$ cat src/rtl/reg_commit_seq_pkg.sv
// rtl/reg_commit_seq_pkg.sv - shared constants, head-type and FSM encodings for reg_commit_seq
package reg_commit_seq_pkg;

    // ROB index width (ROB depth is 2**ROB_BIT).
    localparam int ROB_BIT = 4;

    // Default number of cycles rob_clear_up stays high after a mispredict.
    localparam int DEF_FLUSH_CYCLES = 2;

    typedef enum logic [1:0] {
        TYPE_ALU    = 2'd0,
        TYPE_STORE  = 2'd1,
        TYPE_BRANCH = 2'd2
    } head_type_e;

    typedef enum logic [1:0] {
        ST_RUN        = 2'd0,
        ST_STORE_WAIT = 2'd1,
        ST_FLUSH      = 2'd2
    } state_e;

endpackage

$ cat src/rtl/reg_commit_seq_if.sv
// rtl/reg_commit_seq_if.sv - ROB head / register-file commit / store handshake bundle
//
// master : the commit sequencer (consumes head and st_done, drives commit/flush/redirect)
// slave  : the ROB, LSB and register-file side
interface reg_commit_seq_if #(
    parameter int ROB_BIT = reg_commit_seq_pkg::ROB_BIT
);
    // ROB head
    logic               head_valid;
    logic               head_ready;
    logic [1:0]         head_type;
    logic [4:0]         head_rd;
    logic [31:0]        head_value;
    logic [ROB_BIT-1:0] head_entry;
    logic               head_mispredict;
    logic [31:0]        head_target;

    // Register-file commit port
    logic               rob_pop;
    logic               rob_commit;
    logic [4:0]         commit_reg_id;
    logic [31:0]        commit_reg_data;
    logic [ROB_BIT-1:0] commit_rob_entry;

    // Store handshake with the load-store buffer
    logic               st_req;
    logic               st_done;

    // Flush / redirect / statistics
    logic               rob_clear_up;
    logic               redirect;
    logic [31:0]        redirect_pc;
    logic [31:0]        commit_cnt;

    modport master (
        input  head_valid, head_ready, head_type, head_rd, head_value,
               head_entry, head_mispredict, head_target, st_done,
        output rob_pop, rob_commit, commit_reg_id, commit_reg_data,
               commit_rob_entry, st_req, rob_clear_up, redirect,
               redirect_pc, commit_cnt
    );

    modport slave (
        output head_valid, head_ready, head_type, head_rd, head_value,
               head_entry, head_mispredict, head_target, st_done,
        input  rob_pop, rob_commit, commit_reg_id, commit_reg_data,
               commit_rob_entry, st_req, rob_clear_up, redirect,
               redirect_pc, commit_cnt
    );

endinterface

$ cat src/rtl/reg_commit_seq.sv
// rtl/reg_commit_seq.sv - ROB head retirement sequencer into the architectural register file
//
// Ports:
//   clk_in  - system clock
//   rst_in  - synchronous active-high reset
//   rdy_in  - global ready; low freezes all state and gates the strobes
//   bus     - reg_commit_seq_if.master: ROB head in, commit port / store
//             handshake / flush / redirect / retire counter out
// Optional build macro COMMIT_TRACE_EN: prints every commit and stops the
// simulation on store-handshake protocol violations.
module reg_commit_seq
    import reg_commit_seq_pkg::*;
#(
    parameter int FLUSH_CYCLES = DEF_FLUSH_CYCLES
) (
    input  logic              clk_in,
    input  logic              rst_in,
    input  logic              rdy_in,
    reg_commit_seq_if.master  bus
);

    localparam int CNT_W = (FLUSH_CYCLES < 2) ? 1 : $clog2(FLUSH_CYCLES + 1);

    state_e             state_q, state_d;
    logic [CNT_W-1:0]   flush_cnt_q, flush_cnt_d;
    logic [31:0]        commit_cnt_q, commit_cnt_d;
    logic               st_req_q, st_req_d;
    logic               clear_q, clear_d;
    logic               redirect_q, redirect_d;
    logic [31:0]        redirect_pc_q, redirect_pc_d;
    logic               fire;
    logic               pop;

    always_comb begin
        fire          = rdy_in & bus.head_valid & bus.head_ready;
        state_d       = state_q;
        flush_cnt_d   = flush_cnt_q;
        st_req_d      = st_req_q;
        clear_d       = clear_q;
        redirect_d    = 1'b0;          // redirect is a one-cycle pulse
        redirect_pc_d = redirect_pc_q;
        pop           = 1'b0;

        unique case (state_q)
            ST_RUN: begin
                if (fire) begin
                    if (bus.head_type == TYPE_STORE) begin
                        st_req_d = 1'b1;
                        state_d  = ST_STORE_WAIT;
                    end else begin
                        // Branch commits before the clear so its rd write survives.
                        pop = 1'b1;
                        if (bus.head_type == TYPE_BRANCH && bus.head_mispredict) begin
                            redirect_d    = 1'b1;
                            redirect_pc_d = bus.head_target;
                            clear_d       = 1'b1;
                            flush_cnt_d   = CNT_W'(FLUSH_CYCLES);
                            state_d       = ST_FLUSH;
                        end
                    end
                end
            end
            ST_STORE_WAIT: begin
                if (rdy_in && bus.st_done) begin
                    pop      = 1'b1;
                    st_req_d = 1'b0;
                    state_d  = ST_RUN;
                end
            end
            ST_FLUSH: begin
                if (rdy_in) begin
                    flush_cnt_d = flush_cnt_q - CNT_W'(1);
                    if (flush_cnt_q == CNT_W'(1)) begin
                        clear_d = 1'b0;
                        state_d = ST_RUN;
                    end
                end
            end
            default: state_d = ST_RUN;
        endcase

        commit_cnt_d = commit_cnt_q + {31'd0, pop};
    end

    always_ff @(posedge clk_in) begin
        if (rst_in) begin
            state_q       <= ST_RUN;
            flush_cnt_q   <= '0;
            commit_cnt_q  <= '0;
            st_req_q      <= 1'b0;
            clear_q       <= 1'b0;
            redirect_q    <= 1'b0;
            redirect_pc_q <= '0;
        end else if (rdy_in) begin
            state_q       <= state_d;
            flush_cnt_q   <= flush_cnt_d;
            commit_cnt_q  <= commit_cnt_d;
            st_req_q      <= st_req_d;
            clear_q       <= clear_d;
            redirect_q    <= redirect_d;
            redirect_pc_q <= redirect_pc_d;
        end
    end

    assign bus.rob_pop          = pop;
    assign bus.rob_commit       = pop;
    // A store never writes a register; the store retire happens outside RUN.
    assign bus.commit_reg_id    = (state_q == ST_RUN && bus.head_type != TYPE_STORE)
                                  ? bus.head_rd : 5'd0;
    assign bus.commit_reg_data  = bus.head_value;
    assign bus.commit_rob_entry = bus.head_entry;
    assign bus.st_req           = st_req_q;
    assign bus.rob_clear_up     = clear_q;
    assign bus.redirect         = redirect_q & rdy_in;
    assign bus.redirect_pc      = redirect_pc_q;
    assign bus.commit_cnt       = commit_cnt_q;

`ifdef COMMIT_TRACE_EN
    logic [31:0] trace_cycle_q;

    always_ff @(posedge clk_in) begin
        if (rst_in) begin
            trace_cycle_q <= '0;
        end else begin
            trace_cycle_q <= trace_cycle_q + 32'd1;
            if (pop) begin
                $display("commit cycle=%0d entry=%0d rd=%0d data=%08h",
                         trace_cycle_q, bus.head_entry, bus.commit_reg_id, bus.head_value);
            end
            if (pop && bus.head_type == TYPE_STORE && state_q != ST_STORE_WAIT) begin
                $fatal(1, "store committed outside STORE_WAIT");
            end
            if (bus.st_done && state_q != ST_STORE_WAIT) begin
                $fatal(1, "st_done outside STORE_WAIT");
            end
        end
    end
`endif

endmodule

$ cat src/flat_wrapper.sv
// flat-port wrapper written by rule: the top's interface ports become plain ports
module reg_commit_seq_flat import reg_commit_seq_pkg::*;
#(
    parameter int FLUSH_CYCLES = DEF_FLUSH_CYCLES
)
  (clk_in, rst_in, rdy_in, bus_head_valid, bus_head_ready, bus_head_type, bus_head_rd, bus_head_value, bus_head_entry, bus_head_mispredict, bus_head_target, bus_st_done, bus_rob_pop, bus_rob_commit, bus_commit_reg_id, bus_commit_reg_data, bus_commit_rob_entry, bus_st_req, bus_rob_clear_up, bus_redirect, bus_redirect_pc, bus_commit_cnt);
  reg_commit_seq_if #(.ROB_BIT((ROB_BIT))) bus_i ();
  input  logic clk_in;
  input  logic rst_in;
  input  logic rdy_in;
  input wire logic [$bits(bus_i.head_valid)-1:0] bus_head_valid;
  input wire logic [$bits(bus_i.head_ready)-1:0] bus_head_ready;
  input wire logic [$bits(bus_i.head_type)-1:0] bus_head_type;
  input wire logic [$bits(bus_i.head_rd)-1:0] bus_head_rd;
  input wire logic [$bits(bus_i.head_value)-1:0] bus_head_value;
  input wire logic [$bits(bus_i.head_entry)-1:0] bus_head_entry;
  input wire logic [$bits(bus_i.head_mispredict)-1:0] bus_head_mispredict;
  input wire logic [$bits(bus_i.head_target)-1:0] bus_head_target;
  input wire logic [$bits(bus_i.st_done)-1:0] bus_st_done;
  output wire logic [$bits(bus_i.rob_pop)-1:0] bus_rob_pop;
  output wire logic [$bits(bus_i.rob_commit)-1:0] bus_rob_commit;
  output wire logic [$bits(bus_i.commit_reg_id)-1:0] bus_commit_reg_id;
  output wire logic [$bits(bus_i.commit_reg_data)-1:0] bus_commit_reg_data;
  output wire logic [$bits(bus_i.commit_rob_entry)-1:0] bus_commit_rob_entry;
  output wire logic [$bits(bus_i.st_req)-1:0] bus_st_req;
  output wire logic [$bits(bus_i.rob_clear_up)-1:0] bus_rob_clear_up;
  output wire logic [$bits(bus_i.redirect)-1:0] bus_redirect;
  output wire logic [$bits(bus_i.redirect_pc)-1:0] bus_redirect_pc;
  output wire logic [$bits(bus_i.commit_cnt)-1:0] bus_commit_cnt;
  assign bus_i.head_valid = bus_head_valid;
  assign bus_i.head_ready = bus_head_ready;
  assign bus_i.head_type = bus_head_type;
  assign bus_i.head_rd = bus_head_rd;
  assign bus_i.head_value = bus_head_value;
  assign bus_i.head_entry = bus_head_entry;
  assign bus_i.head_mispredict = bus_head_mispredict;
  assign bus_i.head_target = bus_head_target;
  assign bus_i.st_done = bus_st_done;
  assign bus_rob_pop = bus_i.rob_pop;
  assign bus_rob_commit = bus_i.rob_commit;
  assign bus_commit_reg_id = bus_i.commit_reg_id;
  assign bus_commit_reg_data = bus_i.commit_reg_data;
  assign bus_commit_rob_entry = bus_i.commit_rob_entry;
  assign bus_st_req = bus_i.st_req;
  assign bus_rob_clear_up = bus_i.rob_clear_up;
  assign bus_redirect = bus_i.redirect;
  assign bus_redirect_pc = bus_i.redirect_pc;
  assign bus_commit_cnt = bus_i.commit_cnt;
  reg_commit_seq #(.FLUSH_CYCLES(FLUSH_CYCLES)) u_core (.clk_in(clk_in), .rst_in(rst_in), .rdy_in(rdy_in), .bus(bus_i));
endmodule
$ cat config.mk
export PLATFORM = sky130hd
export DESIGN_NAME = reg_commit_seq_flat
export DESIGN_NICKNAME = d
export VERILOG_FILES = /design/src/rtl/reg_commit_seq_pkg.sv /design/src/rtl/reg_commit_seq_if.sv /design/src/rtl/reg_commit_seq.sv /design/src/flat_wrapper.sv
export SDC_FILE = /design/constraint.sdc
export NUM_CORES = 1
export LEC_CHECK = 0
export ABC_AREA = 1
export BUFFER_PORTS_ARGS = -buffer_cell sky130_fd_sc_hd__buf_2
export CORE_MARGIN = 1
export CORE_UTILIZATION = 41
export DETAILED_ROUTE_END_ITERATION = 6
export PLACE_DENSITY = 0.82
export SETUP_SLACK_MARGIN = 0.5
export SYNTH_ARGS = -nofsm -noshare
export SYNTH_HDL_FRONTEND = slang
export SYNTH_SLANG_ARGS = --single-unit
$ cat constraint.sdc
create_clock -name clk_in -period 1.9 [get_ports clk_in]
set_input_delay 0.19 -clock clk_in [delete_from_list [all_inputs] [get_ports clk_in]]
set_output_delay 0.19 -clock clk_in [all_outputs]
set_load 0.01 [all_outputs]
==> summary.md, run 1 <==
| Metric | Value |
|---|---|
| Endpoints failing setup | 2 |
| GPL Wtd Cong | 0.8814 |
| Layout cell share with drive strength beyond 1 | 35.90% |
| Final worst slack | -27.49 ps |
| Area after DPL | 0.004243 sq mm |
| CTS H-tree depth | 3 |
| Syn avg cell area | 6.976 sq um |
| CTS tree | built |
| Status | finished with violations |
| Post-synthesis cell type count | 29 |
| Area grow syn2layout | 27.66% |
| Leading area contributor after synthesis | dfxtp_1 |
| Vias in the first global route | 3557 |
| Worst Tran Pin Value | ~480 ps |
| Initial Utilization | 42.75% |
| MaxCap Viol Count | 0 |
| Remaining routing DRC violations | 0 |
| CTS Root Cell | clkbuf_8 |
| CP endpoint kind | register |
| DRT Wirelength | 9.708 mm |
| # nets final | 729 |
| Post-DR vias/cell | ~5 |
| Die width | 97.59 microns |
| Arr. time, crit path | 2170 ps |
| Most common cell in the synthesized netlist | nand2_1 |
| Synthesized flop and latch total | 71 |
| Synth top area cells | dfxtp_1, nand2_1, inv_1 |
| Register area share after synthesis | 37.94% |
| Critical Path Start Type | register |
| Total die area | 0.009523 sq mm |
| Slowest cell on the critical path | dfxtp_2 |
| Slew HR | 67.74% |
| Worst-skew pair later-pin latency | 340 ps |
| Die height | around 98 microns |
| Critical Path RT | 2140 ps |
| Maximum number of pins on one net before global-route repair | 65 |
| Syn nets | 622 |
| TritonRoute pass-1 iters | 5 |
| PortBufs | 119 |
| Synth cell count leaders | nand2_1, inv_1, dfxtp_1, nor2_1, a21oi_1 |
| TritonCTS buffer count | 9 |
| WL/cell | roughly 13 microns |
| Global-route wire length before repair | roughly 16 mm |
| Yosys Warn Count | 0 |
| CP Class | register to register |
| RSZ-0062 raised after global routing | true |
| Fraction of registers with async set/reset | 0% |
| Clock transition at the registers of the reported paths | 80 ps |
| Crit path max fanout | 4 |
| Antenna viol nets, final | 0 |
| Synth Flop Type | dfxtp_1 |
| Gr usage total | 19.78% |
| CP Cell Sequence | inv_2, nand2_2, nor2_4, inv_2, o21ai_4, ha_4, ha_4, nand2_4, nor2_4, nand2_4, inv_2, nand2_2, nor2_4, nand2_1, nand2_1, nor2_1 |
| Via count | 3789 |
| Final hold vios | 0 |
| Syn Std Cell Area | 0.003746 sq mm |
| Synth top area share | 37.94% |
| Ant. Diodes | 0 |
| Core Region | 0.008763 sq mm |
| Crit path time final | 1927 ps |
| Ports | 192 |
| Initial antenna violation count | 0 |
| Crit share post-route | 101.4% |
| Peak VDD IR | between 0.0003 and 0.0004 V |
| Initial DRC Count | ~190 |
| Post-DP HPWL | 6.770 mm |
| LEAKAGE | around 2.2 nW |
| Post-CTS Hold Buffers | 0 |
| Post-Synthesis Cells | 537 |
| Design Area, Final | between 0.004 and 0.005 sq mm |
| Violations in the final reports | setup timing |
| Row count | 34 |
| Post-synth EDFFs | 0 |
| Final slew viol count | 0 |
| Critical Path Max Stage Delay | 350 ps |
| Final Skew | a little over 8 ps |
| F_max | roughly 0.52 GHz |
| Hold WS | 105.3 ps |
| Num Clock Sinks | 71 |
| Cell Pwr Density | 637.5 mW/mm^2 |
| Grt ovf | 0 |
| Worst hold path class | primary input to register |
| Clock buffer depth | 2 |
kinds of logic after synthesis:
| group | Yosys count | synth area share [%] |
|---|---|---|
| compound gates | 103 | 15.26 |
| buf+inv | 142 | 19.24 |
| simple gates | 217 | 26.32 |
| xor+xnor | 1 | 0.2338 |
| fa+ha+maj | 3 | 1.002 |
| flops | 71 | 37.94 |
registers in the layout, summed over array words and instances, names as in the netlist:
name and flops:
u_core.state_q 2, u_core.bus.rob_clear_up 1, u_core.bus.commit_cnt 32, u_core.redirect_q 1
u_core.bus.redirect_pc 32, u_core.flush_cnt_q 2, u_core.bus.st_req 1
per-layer routing:
layer	up-vias	global-route usage, %	part of all wire (%)
met1	1720	22.89	41
met5	-	0	0
li1	1863	-	-
met2	180	33.35	47
met4	0	9.502	2.0
met3	26	5.755	9.1
through the flow:
step / worst slack [ps] / utilization [%] / setup TNS [ps] / power, mW / cells
finish: -27.49 / 54.57 / -31.72 / 3.049 / 757
global route: -138.3 / 54.57 / -1401 / 3.181 / 757
CTS: 22.79 / 52.80 / 0 / 3.063 / 752
detailed placement: -73.21 / 48.42 / -189.4 / 1.828 / 720
global placement: 14.67 / 48.42 / 0 / 1.818 / 720
floorplan: 10.76 / - / 0 / 1.790 / 537
what timing repair did:
action	CTS	global route
buffers inserted	16	4
gates cloned	0	1
pin swaps	19	19
endpoints found under the setup margin	40	50
resized for setup	19	35
critical path: cells and delay by family, from the launching register on:
kind	cells	cell delay, ps
AND/OR/NAND/NOR	10	820
flip-flops	1	350
adder cells (fa/ha/maj)	2	300
buffers and inverters	3	180
AO/OA/AOI/OAI	1	150
where the power goes:
part           internal [mW]  switching, mW  total, mW
Sequential              1.51         0.0139       1.52
Combinational          0.139          0.175      0.314
Clock                  0.613          0.602       1.22
path summary, 6_finish.rpt:
| path | startpoint | end | slack [ps] | cells after the start |
|---|---|---|---|---|
| min reg2reg | u_core.bus.redirect_pc[0]$_SDFFE_PP0P_ | u_core.bus.redirect_pc[0]$_SDFFE_PP0P_ | 440 | 2 |
| min | bus_head_target[28] | u_core.bus.redirect_pc[28]$_SDFFE_PP0P_ | 110 | 3 |
| max reg2reg | u_core.state_q[1]$_SDFFE_PP0P_ | u_core.bus.commit_cnt[22]$_SDFFE_PP0P_ | -30 | 16 |
| max | u_core.state_q[1]$_SDFFE_PP0P_ | u_core.bus.commit_cnt[22]$_SDFFE_PP0P_ | -30 | 16 |
cells in the final DEF, fill, tap and decap left out, drive strengths merged:
| master | Yosys | routed |
|---|---|---|
| a21oi | 53 | 53 |
| a31o | 1 | 1 |
| buf | 46 | 147 |
| bufinv | 0 | 1 |
| clkbuf | 6 | 11 |
| clkinv | 1 | 2 |
| clkinvlp | 0 | 3 |
| dfxtp | 71 | 71 |
| ha | 3 | 3 |
| inv | 89 | 90 |
| nand2 | 94 | 94 |
| nand3 | 21 | 21 |
| nand3b | 4 | 4 |
| nand4 | 12 | 12 |
| nor2 | 83 | 83 |
| nor3 | 2 | 2 |
| nor4 | 1 | 1 |
| o21a | 6 | 6 |
| o21ai | 43 | 43 |
| xor2 | 1 | 1 |
area by class of cell:
| type | instances | area, sq um |
|---|---|---|
| Fill cell | 799 | 3981 |
| Timing Repair Buffer | 148 | 888.4 |
| Inverter | 90 | 340.3 |
| Sequential cell | 71 | 1424 |
| Multi-Input combinational cell | 324 | 1797 |
| Clock buffer | 10 | 127.6 |
| Clock inverter | 6 | 70.07 |
| Tap cell | 108 | 135.1 |
Power figures use the tool's default switching activity.
==> run 2, diff against run 1 <==
--- a/config.mk
+++ b/config.mk
@@ -8,9 +8,9 @@
 export ABC_AREA = 1
 export BUFFER_PORTS_ARGS = -buffer_cell sky130_fd_sc_hd__buf_2
 export CORE_MARGIN = 1
-export CORE_UTILIZATION = 41
+export CORE_UTILIZATION = 46
 export DETAILED_ROUTE_END_ITERATION = 6
-export PLACE_DENSITY = 0.82
+export PLACE_DENSITY = 0.87
 export SETUP_SLACK_MARGIN = 0.5
 export SYNTH_ARGS = -nofsm -noshare
 export SYNTH_HDL_FRONTEND = slang
==> constraint.sdc (replaced) <==
create_clock -name clk_in -period 2.1 [get_ports clk_in]
set_input_delay 0.21 -clock clk_in [delete_from_list [all_inputs] [get_ports clk_in]]
set_output_delay 0.21 -clock clk_in [all_outputs]
set_load 0.01 [all_outputs]
==> summary.md, run 2 (synthesized netlist as in run 1, its figures left out) <==
| Metric | Value |
|---|---|
| Status | completed |
| RSZ-0062 raised after global routing | true |
| Initial antenna violation count | 0 (unchanged) |
| Final hold vios | 0 (unchanged) |
| WL/cell | 13.27 microns (+3.5%) |
| Global-route wire length before repair | 15.97 mm (+2.5%) |
| PortBufs | 119 (unchanged) |
| Buffers & Inverters on Critical Path | 5 (+2) |
| Final slew viol count | 0 (unchanged) |
| Worst Tran Pin Value | 522.4 ps (+41.44 ps) |
| LEAKAGE | 2.266 nW (+1.5%) |
| MaxCap Viol Count | 0 (unchanged) |
| TritonRoute pass-1 iters | 5 (unchanged) |
| Worst-skew pair later-pin latency | 350 ps (about the same) |
| Layout cell share with drive strength beyond 1 | 34.37% (-1.5 points) |
| Area after DPL | 0.004198 sq mm (-1.1%) |
| Critical Path RT | 2360 ps (+220 ps) |
| Most frequent cells in the layout | buf_2, nand2_1, inv_1 |
| Gr usage total | 23.44% (+3.7 points) |
| Crit share post-route | 96.42% (-5.0 points) |
| Antenna viol nets, final | 0 (unchanged) |
| Row count | 32 (-5.9%) |
| CTS H-tree depth | 3 (unchanged) |
| Critical Path Max Stage Delay | 350 ps (about the same) |
| CTS tree | built |
| GPL Wtd Cong | 0.8822 (about the same) |
| Vias in the first global route | 3675 (+3.3%) |
| Crit path top cell by count | nor2_4 |
| Commonest non-fill, non-tap cell in the layout | buf_2 |
| Core Region | 0.007807 sq mm (-11%) |
| Design Area, Final | 0.004762 sq mm (-0.42%) |
| Num Clock Sinks | 71 (unchanged) |
| Remaining routing DRC violations | 0 (unchanged) |
| Peak VDD IR | 0.0003551 V (+0.33%) |
| Post-DR vias/cell | 5.023 (+0.35%) |
| Endpoints failing setup | 0 (-2) |
| Maximum number of pins on one net before global-route repair | 54 (-17%) |
| # nets final | 726 (-0.41%) |
| Crit path max-delay family | simple AND/OR/NAND/NOR gates |
| Die width | 92.24 microns (-5.5%) |
| Arr. time, crit path | 2280 ps (+110 ps) |
| Initial Utilization | 47.98% (+5.2 points) |
| Hold WS | 123.9 ps (+18.59 ps) |
| Die height | 92.24 microns (-5.5%) |
| Post-route setup TNS | 0 ps (+31.72 ps) |
| Ports | 192 (unchanged) |
| Critical Path Start Type | register |
| Grt ovf | 0 (unchanged) |
| DRT Wirelength | 9.924 mm (+2.2%) |
| Slowest cell on the critical path | dfxtp_2 |
| Area grow syn2layout | 27.12% |
| TritonCTS buffer count | 9 (unchanged) |
| CP Cell Sequence | inv_2, nand2_4, nor2_4, inv_2, o21ai_4, ha_4, buf_6, nand2_4, nor2_4, buf_6, inv_4, nor2_4, o21ai_1, a21oi_1 |
| Clock buffer depth | 2 (unchanged) |
| Crit path time final | 2025 ps (+97.24 ps) |
| CTS Root Cell | clkbuf_8 |
| Ant. Diodes | 0 (unchanged) |
| F_max | 0.4939 GHz (-4.8%) |
| Final Skew | 12.22 ps (+4.150 ps) |
| Cell Pwr Density | 631.8 mW/mm^2 (-0.91%) |
| CP Class | register to register |
| Via count | 3757 (-0.84%) |
| Clock transition at the registers of the reported paths | 80 ps (about the same) |
| Crit path max fanout | 4 (unchanged) |
| Post-DP HPWL | 6.729 mm (-0.60%) |
| Total die area | 0.008508 sq mm (-11%) |
| Slew HR | 64.96% (-2.8 points) |
| Initial DRC Count | 202 (+7.4%) |
| CP endpoint kind | register |
| Worst hold path class | primary input to register |
==> run 2: what timing repair did <==
action	CTS	global route
pin swaps	19	18
setup buffers	16	6
hold buffers	0	0
gates cloned	0	1
resized for setup	17	20
endpoints found under the setup margin	32	64
==> run 2: worst paths after layout <==
check	start	to	slack (ps)	depth (start not counted)
worst max-delay path	u_core.state_q[1]$_SDFFE_PP0P_	u_core.bus.commit_cnt[7]$_SDFFE_PP0P_	80	14
worst min-delay path	bus_head_target[17]	u_core.bus.redirect_pc[17]$_SDFFE_PP0P_	120	3
worst max register to register	u_core.state_q[1]$_SDFFE_PP0P_	u_core.bus.commit_cnt[7]$_SDFFE_PP0P_	80	14
worst min register to register	u_core.bus.redirect_pc[26]$_SDFFE_PP0P_	u_core.bus.redirect_pc[26]$_SDFFE_PP0P_	440	2
==> run 2: area by class of cell <==
class	count	area (sq um)
clock buffers	10	127.6
clock inverters	6	115.1
fillers	679	3045
inverters	90	345.3
multi-input cells	324	1753
flip-flops and latches	71	1426
well taps	102	127.6
repair buffers	145	867.1
==> run 2: routing by layer <==
layer / up-vias / routed length, microns / global-route usage, %
met5: - / 0 / 0
li1: 1848 / - / -
met1: 1702 / 4071 / 26.23
met2: 176 / 4775 / 39.80
met4: 0 / 268 / 12.89
met3: 31 / 808 / 6.882
==> run 2: worst reg2reg max path, stage by stage (launching register included) <==
cell and delay (ps):
dfxtp_2 350, inv_2 80, nand2_4 60, nor2_4 90
inv_2 60, o21ai_4 180, ha_4 180, buf_6 100
nand2_4 40, nor2_4 190, buf_6 130, inv_4 40
nor2_4 120, o21ai_1 90, a21oi_1 200
==> run 2: power breakdown <==
part	switching (mW)	internal [mW]
clock network	0.550	0.798
registers	0.0136	1.36
logic	0.161	0.123
total	0.725	2.28
==> run 2: stage by stage <==
step                std cells  worst slack [ps]  utilization, %  total power [mW]
floorplan                 537             210.8               -             1.620
global placement          709             148.9           53.77             1.635
detailed placement        709             7.448           53.77             1.648
CTS                       741             148.9           59.17             3.005
global route              748             4.040           60.99             3.113
finish                    748             75.28           60.99             3.008
==> run 3, diff against run 2 <==
--- a/config.mk
+++ b/config.mk
@@ -5,12 +5,13 @@
 export SDC_FILE = /design/constraint.sdc
 export NUM_CORES = 1
 export LEC_CHECK = 0
-export ABC_AREA = 1
+export ABC_AREA = 0
 export BUFFER_PORTS_ARGS = -buffer_cell sky130_fd_sc_hd__buf_2
 export CORE_MARGIN = 1
-export CORE_UTILIZATION = 46
+export CORE_UTILIZATION = 44
 export DETAILED_ROUTE_END_ITERATION = 6
-export PLACE_DENSITY = 0.87
+export GPL_TIMING_DRIVEN = 0
+export PLACE_DENSITY = 0.86
 export SETUP_SLACK_MARGIN = 0.5
 export SYNTH_ARGS = -nofsm -noshare
 export SYNTH_HDL_FRONTEND = slang
==> summary.md, run 3 <==
| Metric | Value |
|---|---|
| Gr usage total | 21.99% (-1.5 points) |
| Total die area | 0.007942 sq mm (-6.7%) |
| Comb power frac | 10.6% (+1.1 points) |
| Final hold vios | 0 (unchanged) |
| Fin cells | 701 (-6.3%) |
| Num Clock Sinks | 71 (unchanged) |
| Clock buffer depth | 2 (unchanged) |
| Flop pwr share | 52.0% (+6.3 points) |
| Switch Pwr | 603.1 uW (-17%) |
| Synthesized flop and latch total | 71 (unchanged) |
| Worst Tran Pin Value | 548.8 ps (+26.41 ps) |
| CP Cell Sequence | buf_8, or2_4, nor2_4, nand3_2, a21boi_4, ha_4, ha_4, and3_4, buf_6, nand4_1, or4_1, a21oi_1 |
| Crit path time final | 2565 ps (+540.3 ps) |
| Post-route setup TNS | -6678 ps (-6678 ps) |
| CP Class | register to register |
| Post-DP HPWL | 6.614 mm (-1.7%) |
| Critical Path Max Stage Delay | 530 ps (+180 ps) |
| Cell-internal power | 2.008 mW (-12%) |
| TritonCTS buffer count | 9 (unchanged) |
| Final slew viol count | 0 (unchanged) |
| Initial antenna violation count | 0 (unchanged) |
| Endpoints failing setup | 30 (+30) |
| Compound-Gate Fraction of Synth Area | 13.53% (-1.7 points) |
| Clock transition at the registers of the reported paths | 70 ps (about the same) |
| Critical Path Start Type | register |
| Initial Utilization | 45.80% (-2.2 points) |
| CTS tree | built |
| F_max | 0.3899 GHz (-21%) |
| Area of the multi-input gates | 0.001700 sq mm (-3.0%) |
| Ant. Diodes | 0 (unchanged) |
| Cell Pwr Density | 540.1 mW/mm^2 (-15%) |
| Synth Flop Type | dfxtp_1 |
| WL met1 | 3.697 mm (-9.2%) |
| Buffers & Inverters on Critical Path | 2 (-3) |
| Post-synth EDFFs | 0 (unchanged) |
| Commonest non-fill, non-tap cell in the layout | buf_2 |
| MaxCap Viol Count | 0 (unchanged) |
| CTS H-tree depth | 3 (unchanged) |
| FILL cells | 651 (-4.1%) |
| Syn Std Cell Area | 0.003339 sq mm (-11%) |
| Die height | 89.12 microns (-3.4%) |
| Row count | 31 (-3.1%) |
| Post-DR vias/cell | 5.051 (+0.57%) |
| DRT Wirelength | 9.055 mm (-8.8%) |
| Switch share | 23.10% (-0.99 points) |
| Critical Path RT | 2370 ps (about the same) |
| Register area share after synthesis | 42.56% (+4.6 points) |
| Most common cell in the synthesized netlist | nand2_1 |
| Post-synthesis mux area share | 1.611% (+1.6 points) |
| PortBufs | 155 (+30%) |
| GPL Wtd Cong | 0.8555 (-3.0%) |
| Crit Reg-Reg Startpoint | u_core.state_q[1]$_SDFFE_PP0P_ |
| Peak VDD IR | 0.0002593 V (-27%) |
| Worst setup endpoint | u_core.bus.commit_cnt[18]$_SDFFE_PP0P_ |
| TritonRoute pass-1 iters | 4 (-1) |
| Simple-gate share of the synthesized area | 26.08% (-0.24 points) |
| Most frequent cells in the layout | buf_2, nand2_1, dfxtp_1 |
| WL/cell | 12.92 microns (-2.6%) |
| Crit share post-route | 122.1% (+26 points) |
| Post-CTS Hold Buffers | 0 (unchanged) |
| Leading area contributor after synthesis | dfxtp_1 |
| Synth top area cells | dfxtp_1, buf_4, nand2_1 |
| Area after DPL | 0.004364 sq mm (+4.0%) |
| Seq. cell area | 0.001424 sq mm (-0.18%) |
| CP endpoint kind | register |
| R2r endpoint | u_core.bus.commit_cnt[18]$_SDFFE_PP0P_ |
| FF-to-FF setup slack | -470 ps (-540 ps) |
| FF-to-FF path depth | 12 (-2) |
| Crit path top cell by count | ha_4 |
| Crit path max-delay family | simple AND/OR/NAND/NOR gates |
| Post-synthesis cell type count | 42 (+45%) |
| Post-Synthesis Cells | 414 (-23%) |
| Syn avg cell area | 8.066 sq um (+16%) |
| Vias in the first global route | 3129 (-15%) |
| Yosys Warn Count | 0 (unchanged) |
| Layout cell share with drive strength beyond 1 | 45.02% (+11 points) |
| # nets final | 685 (-5.6%) |
| Slew HR | 63.42% (-1.5 points) |
| CTS Root Cell | clkbuf_8 |
| Largest family of logic cells by synthesized area | simple AND/OR/NAND/NOR gates |
| Remaining routing DRC violations | 0 (unchanged) |
| RSZ-0062 raised after global routing | true |
| Worst hold path class | primary input to register |
| DP Worst Slack | -778.6 ps (-786.1 ps) |
| Arr. time, crit path | 2830 ps (+550 ps) |
| Final worst slack | -465.0 ps (-540.3 ps) |
| Clock power frac | 37.4% (-7.4 points) |
| Inst Count DP | 668 (-5.8%) |
| Ports | 192 (unchanged) |
| Die width | 89.12 microns (-3.4%) |
| Synth cell count leaders | nand2_1, dfxtp_1, a21oi_1, buf_4, nor2_1 |
| Core Region | 0.007292 sq mm (-6.6%) |
| Final core utilization | 66.30% (+5.3 points) |
| Synth Area in XOR/XNOR | 2.885% (+2.7 points) |
| Antenna viol nets, final | 0 (unchanged) |
| Via count | 3541 (-5.7%) |
| Grt ovf | 0 (unchanged) |
| WL met3 | 544 microns (-33%) |
| Global-route wire length before repair | 13.47 mm (-16%) |
| LEAKAGE | 2.238 nW (-1.2%) |
| Crit path max fanout | 5 (+1) |
| Uppermost routed layer | met4 |
| Worst path depth | 12 (-2) |
| Syn nets | 499 (-20%) |
| Area grow syn2layout | 44.77% |
| Met2 wire len | 4.630 mm (-3.0%) |
| Violations in the final reports | setup timing |
| Slowest cell on the critical path | or4_1 |
| Post-synthesis adder-cell area fraction | 1.124% (+0.12 points) |
| Maximum number of pins on one net before global-route repair | 11 (-80%) |
| Fraction of registers with async set/reset | 0% (unchanged) |
| Worst-skew pair later-pin latency | 340 ps (about the same) |
| Design Area, Final | 0.004835 sq mm (+1.5%) |
| Synth top area share | 42.56% (+4.6 points) |
| Final Skew | 6.796 ps (-5.427 ps) |
| Initial DRC Count | 107 (-47%) |
| Status | finished with violations |
| Setup crit start | u_core.state_q[1]$_SDFFE_PP0P_ |
[run 3: how the worst min path moves through the flow]
stage,start,slack [ps],end,depth (start not counted)
3_3_place_gp,u_core.bus.redirect_pc[23]$_SDFFE_PP0P_,440,u_core.bus.redirect_pc[23]$_SDFFE_PP0P_,2
3_5_place_dp,u_core.bus.redirect_pc[24]$_SDFFE_PP0P_,440,u_core.bus.redirect_pc[24]$_SDFFE_PP0P_,2
5_1_grt,bus_head_target[31],110,u_core.bus.redirect_pc[31]$_SDFFE_PP0P_,3
4_1_cts,bus_head_target[31],100,u_core.bus.redirect_pc[31]$_SDFFE_PP0P_,3
2_1_floorplan,bus_head_target[0],350,u_core.bus.redirect_pc[0]$_SDFFE_PP0P_,2
6_report,bus_head_target[31],100,u_core.bus.redirect_pc[31]$_SDFFE_PP0P_,3
[run 3: worst reg2reg max path, delay by kind of cell (launching register included)]
family                     cells  cell delay (ps)
AOI/OAI and AO/OA              2              310
adders and majority gates      2              280
buffers and inverters          2              230
DFF                            1              330
and+or+nand+nor                6             1350
[run 3: what timing repair did]
| item | CTS | global route |
|---|---|---|
| pin swaps | 14 | 7 |
| endpoints found under the setup margin | 66 | 63 |
| gates resized for setup | 21 | 23 |
| setup buffers | 18 | 2 |
[run 3: layer usage]
layer / vias to the layer above / GRT usage [%]
met4: 0 / 11.69
met1: 1637 / 24.79
met3: 13 / 3.416
met2: 135 / 39.83
li1: 1756 / -
met5: - / 0
[run 3: cell families after synthesis]
logic type               count (synthesis)
flip-flops                              71
AND/OR/NAND/NOR                        174
XOR/XNOR                                11
buffers and inverters                   69
AO/OA/AOI/OAI                           81
multiplexers                             5
adder cells (fa/ha/maj)                  3
[run 3: cell type report]
class                   instances  area share, %
clock inverters                 1         0.1035
flip-flops and latches         71          29.45
multi-input cells             274          35.17
plain buffers                  61          8.592
inverters                       8         0.6211
repair buffers                175          20.08
well taps                      99          2.562
clock buffers                  12          3.416
[run 3: power groups by stage]
| stage | Clock, mW | Combinational, mW | Sequential (mW) |
|---|---|---|---|
| detailed placement | 0 | 0.253 | 1.39 |
| global placement | 0 | 0.249 | 1.39 |
| floorplan | 0 | 0.141 | 1.39 |
| CTS | 0.990 | 0.274 | 1.36 |
| global route | 1.05 | 0.306 | 1.36 |
| finish | 0.977 | 0.276 | 1.36 |
[run 3: stage by stage]
step                total power [mW]  hold WS, ps
CTS                            2.623        100.2
detailed placement             1.642        440.1
global placement               1.637        435.9
finish                         2.611        104.6
global route                   2.717        105.2
floorplan                      1.533        350.5
